**config.mk**
```make
export PLATFORM = sky130hd
export DESIGN_NAME = f1_light_seq
export DESIGN_NICKNAME = d
export VERILOG_FILES = /design/src/rtl/f1_pkg.sv /design/src/rtl/lfsr_gen.sv /design/src/rtl/f1_light_seq.sv
export SDC_FILE = /design/constraint.sdc
export NUM_CORES = 1
export LEC_CHECK = 0
export ABC_AREA = 1
export CELL_PAD_IN_SITES_DETAIL_PLACEMENT = 0
export CELL_PAD_IN_SITES_GLOBAL_PLACEMENT = 1
export CORE_MARGIN = 2
export CORE_UTILIZATION = 40
export CTS_BUF_LIST = sky130_fd_sc_hd__clkbuf_4
export DETAILED_ROUTE_END_ITERATION = 12
export GPL_ROUTABILITY_DRIVEN = 0
export GPL_TIMING_DRIVEN = 0
export PLACE_DENSITY_LB_ADDON = 0.1
export SETUP_SLACK_MARGIN = 0.02
export SLEW_MARGIN = 15
export SYNTH_ARGS = -nofsm -noshare
export SYNTH_HDL_FRONTEND = slang
export SYNTH_SLANG_ARGS = --single-unit
```
**constraint.sdc**
```tcl
create_clock -name clk -period 1.8 [get_ports clk]
set_clock_uncertainty 0.15 [all_clocks]
set_input_delay 0.18 -clock clk [delete_from_list [all_inputs] [get_ports clk]]
set_output_delay 0.18 -clock clk [all_outputs]
set_load 0.02 [all_outputs]
```
**src/rtl/f1_pkg.sv**
```systemverilog
// Shared types and defaults for the start-light sequencer
// and the LFSR it borrows from the reaction-timer block.
package f1_pkg;

    typedef enum logic [1:0] {
        IDLE = 2'd0,
        FILL = 2'd1,
        HOLD = 2'd2
    } f1_state_t;

    localparam int          F1_LFSR_W_DEF = 7;
    localparam logic [6:0]  F1_TAPS_DEF   = 7'h60;

endpackage

```
**src/rtl/lfsr_gen.sv**
```systemverilog
// Free-running Fibonacci LFSR, seeded to 1 on reset.
// Shift left, feedback into the LSB.
module lfsr_gen
    import f1_pkg::*;
#(
    parameter int            W    = F1_LFSR_W_DEF,
    parameter logic [W-1:0]  TAPS = W'(F1_TAPS_DEF)
) (
    input  logic          clk,
    input  logic          rst_n,
    output logic [W-1:0]  q
);

    logic [W-1:0] q_q;
    logic [W-1:0] q_d;

    assign q_d = {q_q[W-2:0], ^(q_q & TAPS)};
    assign q   = q_q;

    always_ff @(posedge clk or negedge rst_n) begin
        if (!rst_n) begin
            q_q <= W'(1);
        end else begin
            q_q <= q_d;
        end
    end

endmodule

```
**src/rtl/f1_light_seq.sv**
```systemverilog
// Start-light sequencer: lamps fill LSB first on each tick,
// hold for a random delay, then go dark together with a go pulse.
module f1_light_seq
    import f1_pkg::*;
#(
    parameter int                 N_LIGHTS  = 8,
    parameter int                 LFSR_W    = F1_LFSR_W_DEF,
    parameter logic [LFSR_W-1:0]  LFSR_TAPS = LFSR_W'(F1_TAPS_DEF),
    parameter int                 DELAY_MIN = 1
) (
    input  logic                 clk,
    input  logic                 rst_n,
    input  logic                 en,
    input  logic                 trigger,
    input  logic                 abort,
    output logic [N_LIGHTS-1:0]  data_out,
    output logic                 busy,
    output logic                 go,
    output logic [LFSR_W:0]      hold_ticks
);

    localparam int CW = $clog2(N_LIGHTS + 1);
    localparam int HW = LFSR_W + 1;

    f1_state_t             state_q, state_d;
    logic [CW-1:0]         cnt_q, cnt_d;
    logic [HW-1:0]         hold_cnt_q, hold_cnt_d;
    logic [HW-1:0]         hold_ticks_q, hold_ticks_d;
    logic [N_LIGHTS-1:0]   data_q, data_d;
    logic                  go_q, go_d;
    logic [N_LIGHTS-1:0]   fill_mask;
    logic [HW-1:0]         hold_new;
    logic [LFSR_W-1:0]     lfsr;

    lfsr_gen #(
        .W    (LFSR_W),
        .TAPS (LFSR_TAPS)
    ) u_lfsr (
        .clk   (clk),
        .rst_n (rst_n),
        .q     (lfsr)
    );

    // Lamps 0..cnt lit: the pattern after the current en is taken.
    always_comb begin
        fill_mask = '0;
        for (int i = 0; i < N_LIGHTS; i++) begin
            fill_mask[i] = (i <= int'(cnt_q));
        end
    end

    assign hold_new = HW'(lfsr) + HW'(DELAY_MIN);

    always_comb begin
        state_d      = state_q;
        cnt_d        = cnt_q;
        hold_cnt_d   = hold_cnt_q;
        hold_ticks_d = hold_ticks_q;
        data_d       = data_q;
        go_d         = 1'b0;
        if (abort) begin
            state_d = IDLE;
            data_d  = '0;
            cnt_d   = '0;
        end else begin
            case (state_q)
                IDLE: begin
                    data_d = '0;
                    if (trigger) begin
                        state_d = FILL;
                        cnt_d   = '0;
                    end
                end
                FILL: begin
                    if (en) begin
                        if (cnt_q == CW'(N_LIGHTS - 1)) begin
                            state_d      = HOLD;
                            data_d       = '1;
                            cnt_d        = CW'(N_LIGHTS);
                            hold_cnt_d   = hold_new;
                            hold_ticks_d = hold_new;
                        end else begin
                            cnt_d  = cnt_q + CW'(1);
                            data_d = fill_mask;
                        end
                    end
                end
                HOLD: begin
                    data_d = '1;
                    if (en) begin
                        if (hold_cnt_q <= HW'(1)) begin
                            state_d = IDLE;
                            data_d  = '0;
                            go_d    = 1'b1;
                        end else begin
                            hold_cnt_d = hold_cnt_q - HW'(1);
                        end
                    end
                end
                default: begin
                    state_d = IDLE;
                    data_d  = '0;
                    cnt_d   = '0;
                end
            endcase
        end
    end

    always_ff @(posedge clk or negedge rst_n) begin
        if (!rst_n) begin
            state_q      <= IDLE;
            cnt_q        <= '0;
            hold_cnt_q   <= '0;
            hold_ticks_q <= '0;
            data_q       <= '0;
            go_q         <= 1'b0;
        end else begin
            state_q      <= state_d;
            cnt_q        <= cnt_d;
            hold_cnt_q   <= hold_cnt_d;
            hold_ticks_q <= hold_ticks_d;
            data_q       <= data_d;
            go_q         <= go_d;
        end
    end

    assign data_out   = data_q;
    assign busy       = (state_q != IDLE);
    assign go         = go_q;
    assign hold_ticks = hold_ticks_q;

endmodule
```
After elaboration in Yosys (flattened, before gate mapping)
Cells that the tools add are included.
{"block": "word_totals", "regBits": 38, "in_bits": 5, "out_inout_bits": 18, "word_cells": 67}
{"block": "classes", "n_addsub": 3, "magnitude_cmp": 8, "eq_ne": 13, "muxes": 27, "n_bitwise": 1, "reduce_logical": 8}
{"cell": "8-bit two-way mux", "n": 9}
{"cell": "8-bit case mux with 2 select lines", "n": 2}
{"cell": "3-bit by 4-bit <= comparator with 1-bit output, first input constant", "n": 4}
{"cell": "4-bit two-way mux", "n": 4}
{"cell": "3-bit inequality test, second input constant", "n": 5}
{"cell": "2-bit two-way mux", "n": 6}
{"cell": "4-bit case mux with 3 select lines", "n": 1}
{"cell": "2-bit inequality test, second input constant", "n": 5}
{"cell": "7-bit by 1-bit adder with 8-bit output, second input constant", "n": 1}
{"cell": "2-bit by 4-bit <= comparator with 1-bit output, first input constant", "n": 2}
{"cell": "8-bit by 1-bit <= comparator with 1-bit output, second input constant", "n": 1}
{"cell": "8-bit by 1-bit subtractor with 8-bit output, second input constant", "n": 1}
{"cell": "7-bit XOR reduction", "n": 1}
{"cell": "2-bit case mux with 3 select lines", "n": 1}
{"cell": "6-bit AND reduction", "n": 1}
{"cell": "5-bit AND reduction", "n": 1}
{"cell": "4-bit by 1-bit adder with 4-bit output, second input constant", "n": 1}
{"cell": "4-bit by 3-bit equality test with 1-bit output, second input constant", "n": 1}
{"cell": "1-bit by 4-bit <= comparator with 1-bit output, first input constant", "n": 1}
{"cell": "1-bit two-way mux", "n": 4}
{"cell": "4-bit AND reduction", "n": 1}
{"cell": "2-bit nonzero test", "n": 2}
{"cell": "3-bit AND reduction", "n": 1}
{"cell": "2-bit by 1-bit equality test with 1-bit output, second input constant", "n": 1}
{"cell": "3 further kinds", "n": 3}

Logic depth before layout (Yosys ltp)
{"block": "logic_depth", "ltp_word": 5, "ltp_mapped": 10}

By module
Synthesis repeated with hierarchy kept, for this count alone.
{"block": "hier_totals", "cells_unflattened": 283, "area_unflattened_um2": 2242.2}
{"module": "f1_light_seq", "instances": 1, "cells_each": 265, "area_each_um2": 2001.9, "seq_area_each_um2": 775.7}
{"module": "lfsr_gen", "instances": 1, "cells_each": 18, "area_each_um2": 240.2, "seq_area_each_um2": 176.4}

Worst setup path before layout
Ideal clock, no wire load.
{"block": "synth_timing", "kind": "register to register", "startpoint": "register state_q[0]", "endpoint": "register hold_cnt_q[2]", "setup_ns": 0.076, "arrival_time_ns": 1.381, "required_ns": 1.574, "setup_slack_ns": 0.192, "stages_incl_launch_ff": 10, "n_path_buf": 0, "period_less_slack_ns": 1.608, "path_cell_list": "dfrtp_1 inv_1 ha_1 inv_2 a21oi_1 nor2_2 nand2_1 nor2_4 nand2_1 o21ai_1"}
{"block": "synth_between", "elab_chain_len": 3}
{"item": "from (decl)", "line_no": "f1_light_seq.sv:25", "source": "f1_state_t state_q, state_d;"}
{"item": "from (signal assigned)", "line_no": "f1_light_seq.sv:118", "source": "state_q <= state_d;"}
{"item": "2-bit equality test / 2-bit by 1-bit equality test with 1-bit output (equally long branches)", "line_no": "f1_light_seq.sv:66", "source": "case (state_q)"}
{"item": "2-bit inequality test (no source line) / 2-bit nonzero test (equally long branches)"}
{"item": "6-bit AND reduction (no source line)"}
{"item": "to (signal assigned)", "line_no": "f1_light_seq.sv:120", "source": "hold_cnt_q <= hold_cnt_d;"}
{"item": "to (decl)", "line_no": "f1_light_seq.sv:27", "source": "logic [HW-1:0] hold_cnt_q, hold_cnt_d;"}
Parallel ways exist; a longest one is shown, timed or not.
A chain may end at the register's enable or synchronous reset.

Final worst setup path
{"block": "layout_timing", "startpoint": "register state_q[0]", "endpoint": "register hold_ticks_q[2], in the netlist hold_ticks[2]"}
{"block": "layout_between", "elab_chain_len": 2}
{"item": "2-bit by 1-bit equality test with 1-bit output", "line_no": "f1_light_seq.sv:66"}
{"item": "4-bit AND reduction (no source line)"}
{"item": "to (signal assigned)", "line_no": "f1_light_seq.sv:121", "source": "hold_ticks_q <= hold_ticks_d;"}
{"item": "to (decl)", "line_no": "f1_light_seq.sv:28", "source": "logic [HW-1:0] hold_ticks_q, hold_ticks_d;"}
Every way passes these cells.

==> run_results.csv <==
group,metric,value,unit
outcome,status,"complete, no violations",
drt,post_drt_wl_per_cell,12.4,µm
sta,fmax,583,MHz
global_routing,grt_max_degree,27,
setup_path,worstPathArrival,1820,ps
power_and_ir_drop,clkPwrFrac,0.200,
final_layout,fin_util,0.543,
power_and_ir_drop,p_leak,1.38,nW
setup_path,rr_endpoint,"hold_ticks[2]",
drt,drc,0,
setup_path,cp.required,1900,ps
power_and_ir_drop,p_total,0.00369,W
yosys,yosysMostFrequentCell,"nand2_1",
floorplanning,die-area,0.00591,mm²
placed_design,dpl.hpwl,3380,µm
floorplanning,rows,26,
setup_path,rr_worst_depth,10,
placed_design,port-buffer-count,22,
power_and_ir_drop,power_frac_seq,0.301,
setup_path,critical_path_class,"flop to flop",
power_and_ir_drop,p_sw_frac,0.427,
drt,firstDrtPassIters,4,
sta,hold_viol_final,0,
power_and_ir_drop,irDropWorstVdd,0.506,mV
placed_design,dp_cells,366,
final_layout,antenna_cells,0,
clock_network,clock_latency,360,ps
yosys,synth_fp_nets,288,
drt,routed_wl,4840,µm
yosys,ys_seq_area_frac,0.448,
clock_network,cts_tree,"built",
power_and_ir_drop,p_int,0.00211,W
yosys,syn_inst,273,
sta,setup_violations,0,
yosys,synth.top_cell.area_share,0.436,
yosys,synth-edff-count,0,
drt,dr.first_iter.drc_count,82,
sta,hold_ws,63.6,ps
yosys,ys_seq_elements,38,
final_layout,stdcell_count,390,
clock_network,numCtsBuffers,5,
power_and_ir_drop,p_per_area,1330,mW/mm²
yosys,syn_area,0.00213,mm²
final_layout,n_fill_cell,493,
yosys,synth_cell_types,29,
yosys,synthArstFlopShare,1.00,
setup_path,critPathCapture,"hold_ticks[2]",
clock_network,root_buffer,"clkbuf_4",
setup_path,endpoint_kind,"flop",
clock_network,cts_buffer_depth,2,
sta,finalCritPeriodShare,0.952,
yosys,synth_area_leaders,"dfrtp_1, nand2_1, ha_1, nand3_1, nor2_1",
yosys,ys_warn_count,0,
drt,viasPerCell,4.69,
final_layout,drive_gt1_frac,0.203,
clock_network,cts_sinks,38,
final_layout,area_growth,30.5,%
drt,drtAntennaViolNets,0,
power_and_ir_drop,p_sw,0.00157,W
setup_path,startpoint,"state_q[0]",
power_and_ir_drop,combPwrFrac,0.499,
sta,grt_setup_unrepaired,"true",
global_routing,grt_pass1_vias,1738,
sta,finalSetupTns,0,ps
final_layout,nets,334,
global_routing,grt_overflow,0,
floorplanning,fp.coreArea,0.00511,mm²
yosys,synthTopCellsByCount,"nand2_1, dfrtp_1, nand3_1, nor2_1, inv_1",
yosys,avgSynthCellArea,7.79,µm²
floorplanning,fp.dieH,76.9,µm
setup_path,r2r_start,"state_q[0]",
setup_path,rrSetupSlack,90,ps
setup_path,critPathLaunchType,"flop",
setup_path,critPathMaxFanout,4,
yosys,synth_ff_type,"dfrtp_1",
global_routing,antenna_found_initial,0,
clock_network,clkTransAtPathRegs,140,ps
sta,slew_headroom,0.738,
sta,tightest_slew,390,ps
floorplanning,pin_count,23,
drt,vias,1828,
min_path,hold_class,"input pin to asynchronous set/reset pin",
sta,report.final.slew_viol_count,0,
sta,fin_crit,1710,ps
floorplanning,fp.dieW,76.9,µm
global_routing,grt.total_usage,0.172,
yosys,synth_top_area_cell,"dfrtp_1",
global_routing,grt_pass1_wl,8070,µm
floorplanning,start_util,0.416,
run,cap_violations,0,
clock_network,h-tree-depth,2,
-- worst min path at each step --
stage	end	slack (ps)	depth (start not counted)
after floorplan	cnt_q[0]	-270	0
after global placement	u_lfsr.q[2]	270	0
after detailed placement	hold_cnt_q[6]	-50	1
after CTS	hold_cnt_q[6]	80	2
after global routing	hold_cnt_q[6]	70	2
final	hold_cnt_q[6]	60	2
-- through the flow --
step / worst slack [ps] / cell area (µm²)
floorplan: 192 / 2130
global placement: -604 / 2430
detailed placement: -129 / 2450
CTS: 9.96 / 2620
global route: -5.66 / 2780
finish: 85.7 / 2780
-- state kept, by name, indices dropped and copies added, names as in the netlist --
name,cells
state_q,2
hold_ticks,8
hold_cnt_q,8
data_out,8
cnt_q,4
u_lfsr.q,7
go,1
-- cell usage in the layout (no fill, tap or decap), types with 2 or more instances in the layout --
cell	instances
xor2_1	2
o21ai_2	2
inv_1	18
buf_2	2
nand3_2	4
nand3b_4	2
ha_1	7
buf_4	13
nand2_1	95
xnor2_1	2
clkdlybuf4s50_1	20
ha_2	2
a21oi_1	5
nand3_1	20
nand2_2	3
clkbuf_4	5
o21ai_1	12
dfrtp_1	37
bufinv_16	2
nor2_2	4
nand4_1	2
nor2_4	4
inv_2	8
o21ai_0	8
nand3_4	2
nor2_1	22
buf_6	2
-- power groups by stage --
stage                     combinational [W]  sequential, W  clock [W]
after floorplan                     0.00113        0.00112          0
after global routing                0.00210        0.00113   0.000797
after CTS                           0.00158        0.00110   0.000756
final                               0.00184        0.00111   0.000736
after global placement              0.00147        0.00113          0
after detailed placement            0.00147        0.00113          0
-- final cells by class --
class,instances,area (µm²),area share
Multi-Input combinational cell,207,1160,0.420
Sequential cell,38,952,0.343
Timing Repair Buffer,38,349,0.126
Inverter,27,104,0.0374
Tap cell,70,87.6,0.0316
Clock inverter,3,63.8,0.0230
Clock buffer,5,37.5,0.0135
Buffer,2,16.3,0.00586
-- cell families (layout without fill, tap and decap cells) --
family | count (synthesis) | after routing | synth area share
AO/OA/AOI/OAI | 29 | 29 | 0.0730
XOR/XNOR | 4 | 4 | 0.0165
adder cells (fa/ha/maj) | 10 | 10 | 0.0589
buffers and inverters | 29 | 75 | 0.0553
flip-flops | 38 | 38 | 0.448
AND/OR/NAND/NOR | 163 | 164 | 0.348
-- per-layer routing --
| layer | GRT usage | up-vias | wire length [µm] |
|---|---|---|---|
| li1 | - | 968 | - |
| met1 | 0.259 | 827 | 2580 |
| met2 | 0.245 | 31 | 2030 |
| met3 | 0.0518 | 2 | 209 |
| met4 | 0.0327 | 0 | 18 |
| met5 | 0 | - | 0 |
-- what timing repair did --
item                       4_1_cts  5_1_grt
hold endpoints to repair        37        0
pin swaps                        2        4
gates cloned                     0        1
hold buffers                     1        0
gates resized for setup          3       26
setup endpoints to repair       19       27
setup buffers                    8        6
-- critical path: stages (launching register included) --
cell,delay (ps)
dfrtp_1,410
buf_4,150
ha_2,190
inv_4,100
nor2_4,50
nand2_1,110
inv_2,80
buf_4,140
buf_4,120
nand3_1,70
nand2_1,60
(Power assumes the default switching activity.)
